## config.mk

```make
export PLATFORM = sky130hd
export DESIGN_NAME = fetch_unit_flat
export DESIGN_NICKNAME = d
export VERILOG_FILES = /design/src/rtl/fetch_unit_if.sv /design/src/rtl/fetch_unit.sv /design/src/flat_wrapper.sv
export SDC_FILE = /design/constraint.sdc
export NUM_CORES = 1
export LEC_CHECK = 0
export BUFFER_PORTS_ARGS = -buffer_cell sky130_fd_sc_hd__buf_2
export CORE_AREA = 4 4 105 207
export CTS_CLUSTER_DIAMETER = 200
export DETAILED_ROUTE_END_ITERATION = 16
export DIE_AREA = 0 0 109 211
export HOLD_SLACK_MARGIN = 0.15
export PLACE_DENSITY = 0.58
export SYNTH_ARGS = -nofsm -noshare
export SYNTH_HDL_FRONTEND = slang
export SYNTH_SLANG_ARGS = --single-unit
```

## constraint.sdc

```tcl
create_clock -name clock -period 4.3 [get_ports clock]
set_input_delay 1.075 -clock clock [delete_from_list [all_inputs] [get_ports clock]]
set_output_delay 1.075 -clock clock [all_outputs]
set_load 0.1 [all_outputs]
```

## src/rtl/fetch_unit_if.sv

```systemverilog
// rtl/fetch_unit_if.sv - instruction-memory request/response bundle for fetch_unit
//
// Signals:
//   imem_req   : fetch request, driven by the fetch stage
//   imem_addr  : byte address of the fetch, driven by the fetch stage
//   imem_rdata : instruction word, driven by memory, valid with imem_ready
//   imem_ready : memory accepts the request and returns data this cycle
// Modports: master = fetch stage, slave = instruction memory.
interface fetch_unit_if;
    logic        imem_req;
    logic [31:0] imem_addr;
    logic [31:0] imem_rdata;
    logic        imem_ready;

    modport master (
        output imem_req,
        output imem_addr,
        input  imem_rdata,
        input  imem_ready
    );

    modport slave (
        input  imem_req,
        input  imem_addr,
        output imem_rdata,
        output imem_ready
    );
endinterface

```

## src/rtl/fetch_unit.sv

```systemverilog
// rtl/fetch_unit.sv - instruction fetch stage: PC, imem handshake, next-PC select
//
// Ports:
//   clock, reset        : rising-edge clock, synchronous active-high reset
//   imem                : fetch_unit_if.master (imem_req/imem_addr out, imem_rdata/imem_ready in)
//   advance             : datapath finished the held instruction
//   branch, bne, jump, jr, zero, jr_target : control/ALU inputs for next-PC selection
//   instr, instr_valid, opcode, func       : held instruction and its decode slices
//   pc, pc_plus4        : address of the held instruction and its link value
//   retired_count       : instructions advanced since reset (CNT_W bits, wraps)
//   fetch_fault         : misaligned-target trap, present only with FETCH_ALIGN_CHECK_EN
//
// Optional feature macro: FETCH_ALIGN_CHECK_EN. When undefined, next-PC bits [1:0]
// are cleared before loading pc; when defined, a misaligned target traps into FAULT.
module fetch_unit #(
    parameter logic [31:0] RESET_PC = 32'h0000_0000,
    parameter int          CNT_W    = 32
) (
    input  logic              clock,
    input  logic              reset,
    fetch_unit_if.master      imem,
    input  logic              advance,
    input  logic              branch,
    input  logic              bne,
    input  logic              jump,
    input  logic              jr,
    input  logic              zero,
    input  logic [31:0]       jr_target,
    output logic [31:0]       instr,
    output logic              instr_valid,
    output logic [5:0]        opcode,
    output logic [5:0]        func,
    output logic [31:0]       pc,
    output logic [31:0]       pc_plus4,
`ifdef FETCH_ALIGN_CHECK_EN
    output logic              fetch_fault,
`endif
    output logic [CNT_W-1:0]  retired_count
);

`ifdef FETCH_ALIGN_CHECK_EN
    typedef enum logic [1:0] {BOOT, REQ, HOLD, FAULT} state_t;
`else
    typedef enum logic [1:0] {BOOT, REQ, HOLD} state_t;
`endif

    state_t           state_q;
    logic [31:0]      pc_q;
    logic [31:0]      instr_q;
    logic             instr_valid_q;
    logic             imem_req_q;
    logic [CNT_W-1:0] retired_q;
    logic [31:0]      pc_plus4_w;
    logic [31:0]      next_pc_d;
    logic [31:0]      pc_load_d;
`ifdef FETCH_ALIGN_CHECK_EN
    logic             fault_q;
    logic             misaligned_w;
`endif

    assign pc_plus4_w = pc_q + 32'd4;

    // Priority jr > jump > taken branch > sequential. bne inverts the zero test.
    always_comb begin
        next_pc_d = pc_plus4_w;
        if (jr) begin
            next_pc_d = jr_target;
        end else if (jump) begin
            next_pc_d = {pc_plus4_w[31:28], instr_q[25:0], 2'b00};
        end else if (branch && (zero ^ bne)) begin
            next_pc_d = pc_plus4_w + {{14{instr_q[15]}}, instr_q[15:0], 2'b00};
        end
    end

`ifdef FETCH_ALIGN_CHECK_EN
    assign misaligned_w = (next_pc_d[1:0] != 2'b00);
    assign pc_load_d    = next_pc_d;
`else
    // Only jr can produce low bits; the fetch address is kept word aligned.
    assign pc_load_d    = next_pc_d & ~32'h3;
`endif

    always_ff @(posedge clock) begin
        if (reset) begin
            state_q       <= BOOT;
            pc_q          <= RESET_PC;
            instr_q       <= 32'h0;
            instr_valid_q <= 1'b0;
            imem_req_q    <= 1'b0;
            retired_q     <= '0;
`ifdef FETCH_ALIGN_CHECK_EN
            fault_q       <= 1'b0;
`endif
        end else begin
            case (state_q)
                BOOT: begin
                    state_q    <= REQ;
                    imem_req_q <= 1'b1;
                end
                REQ: begin
                    // Request and address stay put until memory responds.
                    if (imem.imem_ready) begin
                        instr_q       <= imem.imem_rdata;
                        instr_valid_q <= 1'b1;
                        imem_req_q    <= 1'b0;
                        state_q       <= HOLD;
                    end
                end
                HOLD: begin
                    if (advance) begin
`ifdef FETCH_ALIGN_CHECK_EN
                        if (misaligned_w) begin
                            // Trap: pc, instr and count freeze; only reset leaves.
                            state_q       <= FAULT;
                            fault_q       <= 1'b1;
                            instr_valid_q <= 1'b0;
                        end else begin
                            pc_q          <= pc_load_d;
                            instr_valid_q <= 1'b0;
                            retired_q     <= retired_q + CNT_W'(1);
                            imem_req_q    <= 1'b1;
                            state_q       <= REQ;
                        end
`else
                        pc_q          <= pc_load_d;
                        instr_valid_q <= 1'b0;
                        retired_q     <= retired_q + CNT_W'(1);
                        imem_req_q    <= 1'b1;
                        state_q       <= REQ;
`endif
                    end
                end
`ifdef FETCH_ALIGN_CHECK_EN
                FAULT: begin
                    imem_req_q    <= 1'b0;
                    instr_valid_q <= 1'b0;
                end
`endif
                default: begin
                    state_q    <= BOOT;
                    imem_req_q <= 1'b0;
                end
            endcase
        end
    end

    assign imem.imem_req  = imem_req_q;
    assign imem.imem_addr = pc_q;
    assign instr          = instr_q;
    assign instr_valid    = instr_valid_q;
    assign opcode         = instr_q[31:26];
    assign func           = instr_q[5:0];
    assign pc             = pc_q;
    assign pc_plus4       = pc_plus4_w;
    assign retired_count  = retired_q;
`ifdef FETCH_ALIGN_CHECK_EN
    assign fetch_fault    = fault_q;
`endif

endmodule

```

## src/flat_wrapper.sv

```systemverilog
// flat-port wrapper written by rule: the top's interface ports become plain ports
module fetch_unit_flat 
#(
    parameter logic [31:0] RESET_PC = 32'h0000_0000,
    parameter int          CNT_W    = 32
)
  (clock, reset, advance, branch, bne, jump, jr, zero, jr_target, instr, instr_valid, opcode, func, pc, pc_plus4, retired_count, imem_imem_req, imem_imem_addr, imem_imem_rdata, imem_imem_ready);
  fetch_unit_if imem_i ();
  input  logic clock;
  input  logic reset;
  input  logic advance;
  input  logic branch;
  input  logic bne;
  input  logic jump;
  input  logic jr;
  input  logic zero;
  input  logic [31:0] jr_target;
  output logic [31:0] instr;
  output logic instr_valid;
  output logic [5:0] opcode;
  output logic [5:0] func;
  output logic [31:0] pc;
  output logic [31:0] pc_plus4;
  output logic [CNT_W-1:0] retired_count;
  output wire logic [$bits(imem_i.imem_req)-1:0] imem_imem_req;
  output wire logic [$bits(imem_i.imem_addr)-1:0] imem_imem_addr;
  input wire logic [$bits(imem_i.imem_rdata)-1:0] imem_imem_rdata;
  input wire logic [$bits(imem_i.imem_ready)-1:0] imem_imem_ready;
  assign imem_imem_req = imem_i.imem_req;
  assign imem_imem_addr = imem_i.imem_addr;
  assign imem_i.imem_rdata = imem_imem_rdata;
  assign imem_i.imem_ready = imem_imem_ready;
  fetch_unit #(.RESET_PC(RESET_PC), .CNT_W(CNT_W)) u_core (.clock(clock), .reset(reset), .imem(imem_i), .advance(advance), .branch(branch), .bne(bne), .jump(jump), .jr(jr), .zero(zero), .jr_target(jr_target), .instr(instr), .instr_valid(instr_valid), .opcode(opcode), .func(func), .pc(pc), .pc_plus4(pc_plus4), .retired_count(retired_count));
endmodule
```

==> flow_summary_export.csv, run 1 <==
group,metric,value,unit
route,drc,0,
synthesis,synth_top_cells_by_area,"dfxtp_1, nand2_1, a21oi_1",
critical_path,crit_fanout,8,
pwr,p_per_area,277,mW/mm^2
route,vias_per_cell,5.30,
clock_network,clockBufferDepth,2,
synthesis,netlist_area,0.00697,sq mm
clock_network,tritoncts,"built",
critical_path,worstSetupStartpoint,"u_core.imem.imem_addr[3]",
critical_path,critPathKind,"flip-flop to flip-flop",
sta,finalHoldViolCount,0,
synthesis,ys_warn_count,0,
synthesis,synth-edff-count,0,
pwr,power_frac_comb,26.3,%
sta,maxSlewViolCount,0,
placement,gp_congestion,0.910,
route,drtAntennaViolNets,0,
pwr,pwr-share-clk,34.5,%
pwr,ir_drop,187,uV
synthesis,synth_top_area_share,28.1,%
placement,port_buffers,238,
synthesis,syn-instance-count,922,
route,vias,7294,
synthesis,yosysUniqueCellTypes,75,
critical_path,cpMaxStageDelayCell,"or4_4",
synthesis,synth.ff_latch_count,98,
pwr,p_leak,4.09,nW
synthesis,synth_top_area_cell,"dfxtp_1",
critical_path,endpoint,"u_core.imem.imem_addr[27]",
floorplanning,dieArea,0.0230,sq mm
sta,fmaxAchievable,247,MHz
sta,whs,0.472,ns
job,maxCapViolCount,0,
pwr,internal_power,0.00148,W
route,routedWlPerCell,19.4,um
floorplanning,start_util,34.4,%
global_route,antenna_found_initial,1,
floorplanning,die_h,211,um
pwr,swShare,40.0,%
clock_network,cts.clk_slew.worst_paths,0.08,ns
global_route,grt_max_degree,63,
route,drt-pass1-iter-count,4,
critical_path,endpoint_kind,"flip-flop",
layout,fin_nets,1215,
sta,rsz0062_at_grt,"no",
clock_network,h-tree-depth,3,
layout,antenna-diode-count,0,
critical_path,rrSetupSlack,0.25,ns
critical_path,critical_path_required,4.60,ns
hold_path,min_path_type,"flip-flop to flip-flop",
critical_path,critPathMaxStageDelay,0.56,ns
global_route,grt_use_total,23.2,%
synthesis,synth.most_common_cell,"nand2_1",
critical_path,start_kind,"flip-flop",
global_route,grt_pass1_wl,40400,um
route,first_iter_violations,291,
critical_path,crit_path_cell_trace,"ha_4 -> inv_1 -> or4_4 -> nor2_4 -> nand2_1 -> xnor2_4 -> ha_1 -> a21oi_1 -> o21bai_1 -> a21o_1 -> a21o_1 -> a211oi_1 -> a21oi_1 -> a2111oi_1 -> a311o_1",
floorplanning,ios,247,
clock_network,clock-sinks,98,
route,wl,26600,um
pwr,switching_power,0.000986,W
layout,final_util,43.9,%
placement,hpwl,21000,um
critical_path,critPathArrivalTime,4.35,ns
synthesis,synth_ff_type,"dfxtp_1",
sta,finalSetupViolCount,0,
critical_path,regToRegEndpoint,"u_core.imem.imem_addr[27]",
synthesis,synth_area_per_cell,7.56,sq um
sta,fin_skew,0.00968,ns
status,outcome,"finished, final reports clean",
clock_network,clk_latency,0.36,ns
synthesis,synthArstFlopShare,0,%
global_route,grt_pass1_vias,7177,
clock_network,cts-root-buf,"clkbuf_16",
layout,final_layout_size_suffix_gt1_share,30.4,%
synthesis,ys_top_cells_by_count,"nand2_1, dfxtp_1, a21oi_1",
global_route,grt.overflow.total,0,
sta,period_share,94.2,%
critical_path,r2r-start,"u_core.imem.imem_addr[3]",
floorplanning,coreArea,0.0203,sq mm
layout,syn_to_final_growth,27.7,%
pwr,power_frac_seq,39.2,%
floorplanning,die_w,109,um
floorplanning,fp-row-count,74,
sta,worst_slew_pin_slew,0.798,ns
synthesis,ys_seq_area_share,28.1,%
critical_path,r2r_cells,15,
clock_network,post_cts_buffers,0,
sta,min_period,4.05,ns
sta,max_slew_margin,46.8,%
clock_network,cts_made_buffers,9,
## worst min path at each step
stage                            from                end  slack, ns  cells past startpoint
global route         u_core.instr[26]   u_core.instr[26]       0.49                      2
finish               u_core.instr[26]   u_core.instr[26]       0.47                      2
floorplan           u_core.state_q[1]  u_core.state_q[1]       0.50                      2
global placement     u_core.instr[29]   u_core.instr[29]       0.45                      2
CTS                  u_core.instr[26]   u_core.instr[26]       0.47                      2
detailed placement   u_core.instr[26]   u_core.instr[26]       0.46                      2
## metrics by stage
step                setup slack, ns  area [sq um]  power [W]  cells  setup TNS [ns]
finish                        0.251          8900    0.00246   1375               0
global route                 0.0408          8900    0.00257   1375               0
CTS                           0.254          8900    0.00250   1375               0
detailed placement            0.271          8600    0.00164   1359               0
global placement              0.272          8600    0.00163   1359               0
floorplan                   -0.0671          7440    0.00150    927         -0.0671
## layout by cell type, fill, tap and decap left out, drive strengths merged, types with 16 or more instances in the layout
cell,synthesis,layout
o21ai,44,44
a21oi,93,93
dfxtp,98,98
xnor2,38,38
inv,14,19
nand2,147,147
nor3,21,21
buf,54,258
a211oi,16,16
and3,17,17
nor2,83,83
xor2,40,40
nand3,24,24
ha,37,37
## state kept, by name, summed over array words and instances, names as in the netlist
register	flops
u_core.instr_valid	1
u_core.imem.imem_req	1
u_core.instr	32
u_core.state_q	2
u_core.retired_count	32
u_core.imem.imem_addr	30
## area by class of cell
cell class,instances,area (sq um)
Sequential cell,98,2010
Clock buffer,9,225
Clock inverter,7,76.3
Timing Repair Buffer,258,1340
Tap cell,266,333
Fill cell,2166,11400
Inverter,16,61.3
Multi-Input combinational cell,721,4850
## critical path, delay by kind of cell (launching register included)
| family | cells | cell delay [ns] |
|---|---|---|
| compound gates | 8 | 1.67 |
| xor+xnor | 1 | 0.18 |
| fa+ha+maj | 2 | 0.58 |
| buf+inv | 1 | 0.05 |
| flops | 1 | 0.39 |
| simple gates | 3 | 1.10 |
## kinds of logic (layout without fill, tap and decap cells)
| kind of cell | count (synthesis) | after routing | share of synthesized area (%) |
|---|---|---|---|
| adders and majority gates | 38 | 38 | 6.93 |
| buffers and inverters | 108 | 290 | 8.40 |
| and+or+nand+nor | 350 | 350 | 23.0 |
| DFF | 98 | 98 | 28.1 |
| AOI/OAI and AO/OA | 247 | 247 | 23.2 |
| muxes | 2 | 2 | 0.287 |
| other | 1 | 6 | 0.0538 |
| xor gates and xnor gates | 78 | 78 | 9.91 |
## layer usage
layer	vias to the layer above	global-route usage [%]	wire length, um	part of all wire (%)
met1	3449	22.7	9070	34
li1	3589	-	-	-
met4	2	12.3	1390	5.2
met3	57	3.27	1010	3.8
met5	-	0	12	0.045
met2	197	45.2	15200	57
## what timing repair did
action	in CTS	in global routing
resized for setup	0	1
hold buffers	0	0
endpoints found under the setup margin	0	1
## power by group through the flow
stage | clock [W] | sequential [W] | combinational [W]
floorplan | 0 | 0.00114 | 0.000359
global placement | 0 | 0.000987 | 0.000647
detailed placement | 0 | 0.000988 | 0.000650
CTS | 0.000880 | 0.000967 | 0.000651
global route | 0.000913 | 0.000971 | 0.000682
finish | 0.000851 | 0.000966 | 0.000647
(Power assumes the default switching activity.)
==> run 2: changes to the inputs <==
==> constraint.sdc (replaced) <==
create_clock -name clock -period 4.3 [get_ports clock]
set_input_delay 0.43 -clock clock [delete_from_list [all_inputs] [get_ports clock]]
set_output_delay 0.43 -clock clock [all_outputs]
set_load 0.1 [all_outputs]
==> flow_summary_export.csv, run 2 (synthesized netlist as in run 1, its figures left out) <==
group,metric,value,unit
pwr,p_per_area,274,mW/mm^2
sta,fin_skew,0.0105,ns
status,outcome,"finished, final reports clean",
global_route,grt_max_degree,57,
route,drt-pass1-iter-count,4,
critical_path,critical_path_required,4.56,ns
hold_path,holdPathStages,3,
job,maxCapViolCount,0,
route,routedWlPerCell,19.4,um
floorplanning,die_h,211,um
sta,fin_ws,0.257,ns
sta,fmaxAchievable,247,MHz
floorplanning,die_w,109,um
sta,finalHoldViolCount,0,
sta,fin_setup_tns,0,ns
route,drc,0,
sta,whs,0.300,ns
sta,maxSlewViolCount,0,
floorplanning,ios,247,
sta,period_share,94.0,%
clock_network,h-tree-depth,3,
clock_network,cts_made_buffers,9,
global_route,grt_use_total,23.0,%
sta,min_period,4.04,ns
critical_path,critPathMaxStageDelay,0.42,ns
route,wl,26600,um
critical_path,start_kind,"flip-flop",
critical_path,cpMaxStageDelayCell,"nor4_2",
sta,rsz0062_at_grt,"no",
clock_network,cts-root-buf,"clkbuf_16",
layout,fin_nets,1209,
route,first_iter_violations,233,
floorplanning,fp-row-count,74,
route,vias,7322,
route,vias_per_cell,5.35,
global_route,grt_pass1_wl,40300,um
global_route,met3_usage,3.76,%
critical_path,r2r_cells,13,
global_route,grt.overflow.total,0,
hold_path,hold_start,"imem_imem_rdata[20]",
layout,final_area,0.00881,sq mm
route,drtAntennaViolNets,0,
clock_network,cts_resized,0,
clock_network,clock-sinks,98,
global_route,grt_use_met2,43.9,%
pwr,ir_drop,217,uV
placement,dp.cells,1353,
layout,antenna-diode-count,0,
clock_network,cts.clk_slew.worst_paths,0.08,ns
placement,port_buffers,238,
layout,final_layout_size_suffix_gt1_share,30.0,%
critical_path,rrSetupSlack,0.26,ns
hold_path,min_path_type,"input port to flip-flop",
critical_path,r2r-start,"u_core.imem.imem_addr[11]",
pwr,p_leak,4.05,nW
global_route,antenna_found_initial,1,
global_route,busiest_layer,"met2",
sta,max_slew_margin,41.8,%
critical_path,crit_fanout,5,
layout,final_cell_mix,"buf_2, nand2_1, a21oi_1",
layout,syn_to_final_growth,26.4,%
clock_network,clockBufferDepth,2,
sta,worst_slew_pin_slew,0.873,ns
clock_network,clk_latency,0.36,ns
placement,preCtsSetupSlack,0.247,ns
critical_path,critPathKind,"flip-flop to flip-flop",
floorplanning,start_util,34.4,%
floorplanning,dieArea,0.0230,sq mm
layout,layout_commonest_cell,"buf_2",
global_route,grt_use_met1,22.7,%
clock_network,postCtsHoldBufs,0,
placement,gp_congestion,0.928,
clock_network,post_cts_buffers,0,
critical_path,endpoint_kind,"flip-flop",
hold_path,hold_end,"u_core.instr[20]",
placement,placed_cell_area,0.00854,sq mm
critical_path,crit_path_cell_trace,"clkinv_1 -> nor4_2 -> and2b_1 -> and4_1 -> xor2_4 -> ha_1 -> a21o_1 -> o311a_1 -> o21ai_0 -> o21ai_1 -> a311oi_1 -> xor2_1 -> a2111oi_2",
global_route,grt_pass1_vias,7379,
critical_path,critPathArrivalTime,4.30,ns
clock_network,tritoncts,"built",
critical_path,regToRegEndpoint,"u_core.imem.imem_addr[30]",
floorplanning,coreArea,0.0203,sq mm
placement,hpwl,20600,um
sta,finalSetupViolCount,0,
layout,final_cells,1368,
run 2: cell types whose count changed in the layout (fill, tap and decap cells not counted), moves of 2 or more:
cell / change
buf_4: -6
inv_8: -2
nand2_1: -2
nand2_2: +2
run 2: cell type report:
| class | instances | area, sq um |
|---|---|---|
| flip-flops and latches | 98 | 2010 |
| well taps | 266 | 333 |
| clock inverters | 6 | 51.3 |
| clock buffers | 9 | 225 |
| repair buffers | 252 | 1300 |
| multi-input cells | 721 | 4840 |
| inverters | 16 | 60.1 |
| fillers | 2128 | 11500 |
run 2: how the worst max path moves through the flow:
stage	start	end	cells after the start
global placement	u_core.imem.imem_addr[11]	u_core.imem.imem_addr[30]	13
finish	u_core.imem.imem_addr[11]	u_core.imem.imem_addr[30]	13
detailed placement	u_core.imem.imem_addr[11]	u_core.imem.imem_addr[30]	13
global route	u_core.imem.imem_addr[2]	u_core.imem.imem_addr[30]	14
CTS	u_core.imem.imem_addr[11]	u_core.imem.imem_addr[30]	13
floorplan	u_core.imem.imem_addr[18]	u_core.imem.imem_addr[27]	13
run 2: per-stage QoR:
stage	util [%]	total power, W
3_5_place_dp	42.1	0.00163
3_3_place_gp	42.1	0.00163
5_1_grt	43.5	0.00250
2_1_floorplan	-	0.00150
4_1_cts	43.5	0.00244
6_report	43.5	0.00241
run 2: layer usage:
layer / wire (um) / part of all wire (%) / vias up
met2: 14800 / 56 / 202
met1: 9200 / 35 / 3499
met5: 7 / 0.026 / -
li1: - / - / 3555
met3: 1180 / 4.4 / 64
met4: 1400 / 5.3 / 2
run 2: critical path, delay by kind of cell, from the launching register on:
family	cells	cell delay (ns)
AOI/OAI and AO/OA	6	1.60
xor gates and xnor gates	2	0.35
adders and majority gates	1	0.29
buffers and inverters	1	0.18
DFF	1	0.36
and+or+nand+nor	3	1.16
run 2: power by group:
part	leakage (nW)	switching (W)	total [W]	internal [W]
clock	0.138	0.000401	0.000801	0.000400
combinational	3.11	0.000514	0.000644	0.000131
sequential	0.805	0.0000391	0.000966	0.000927
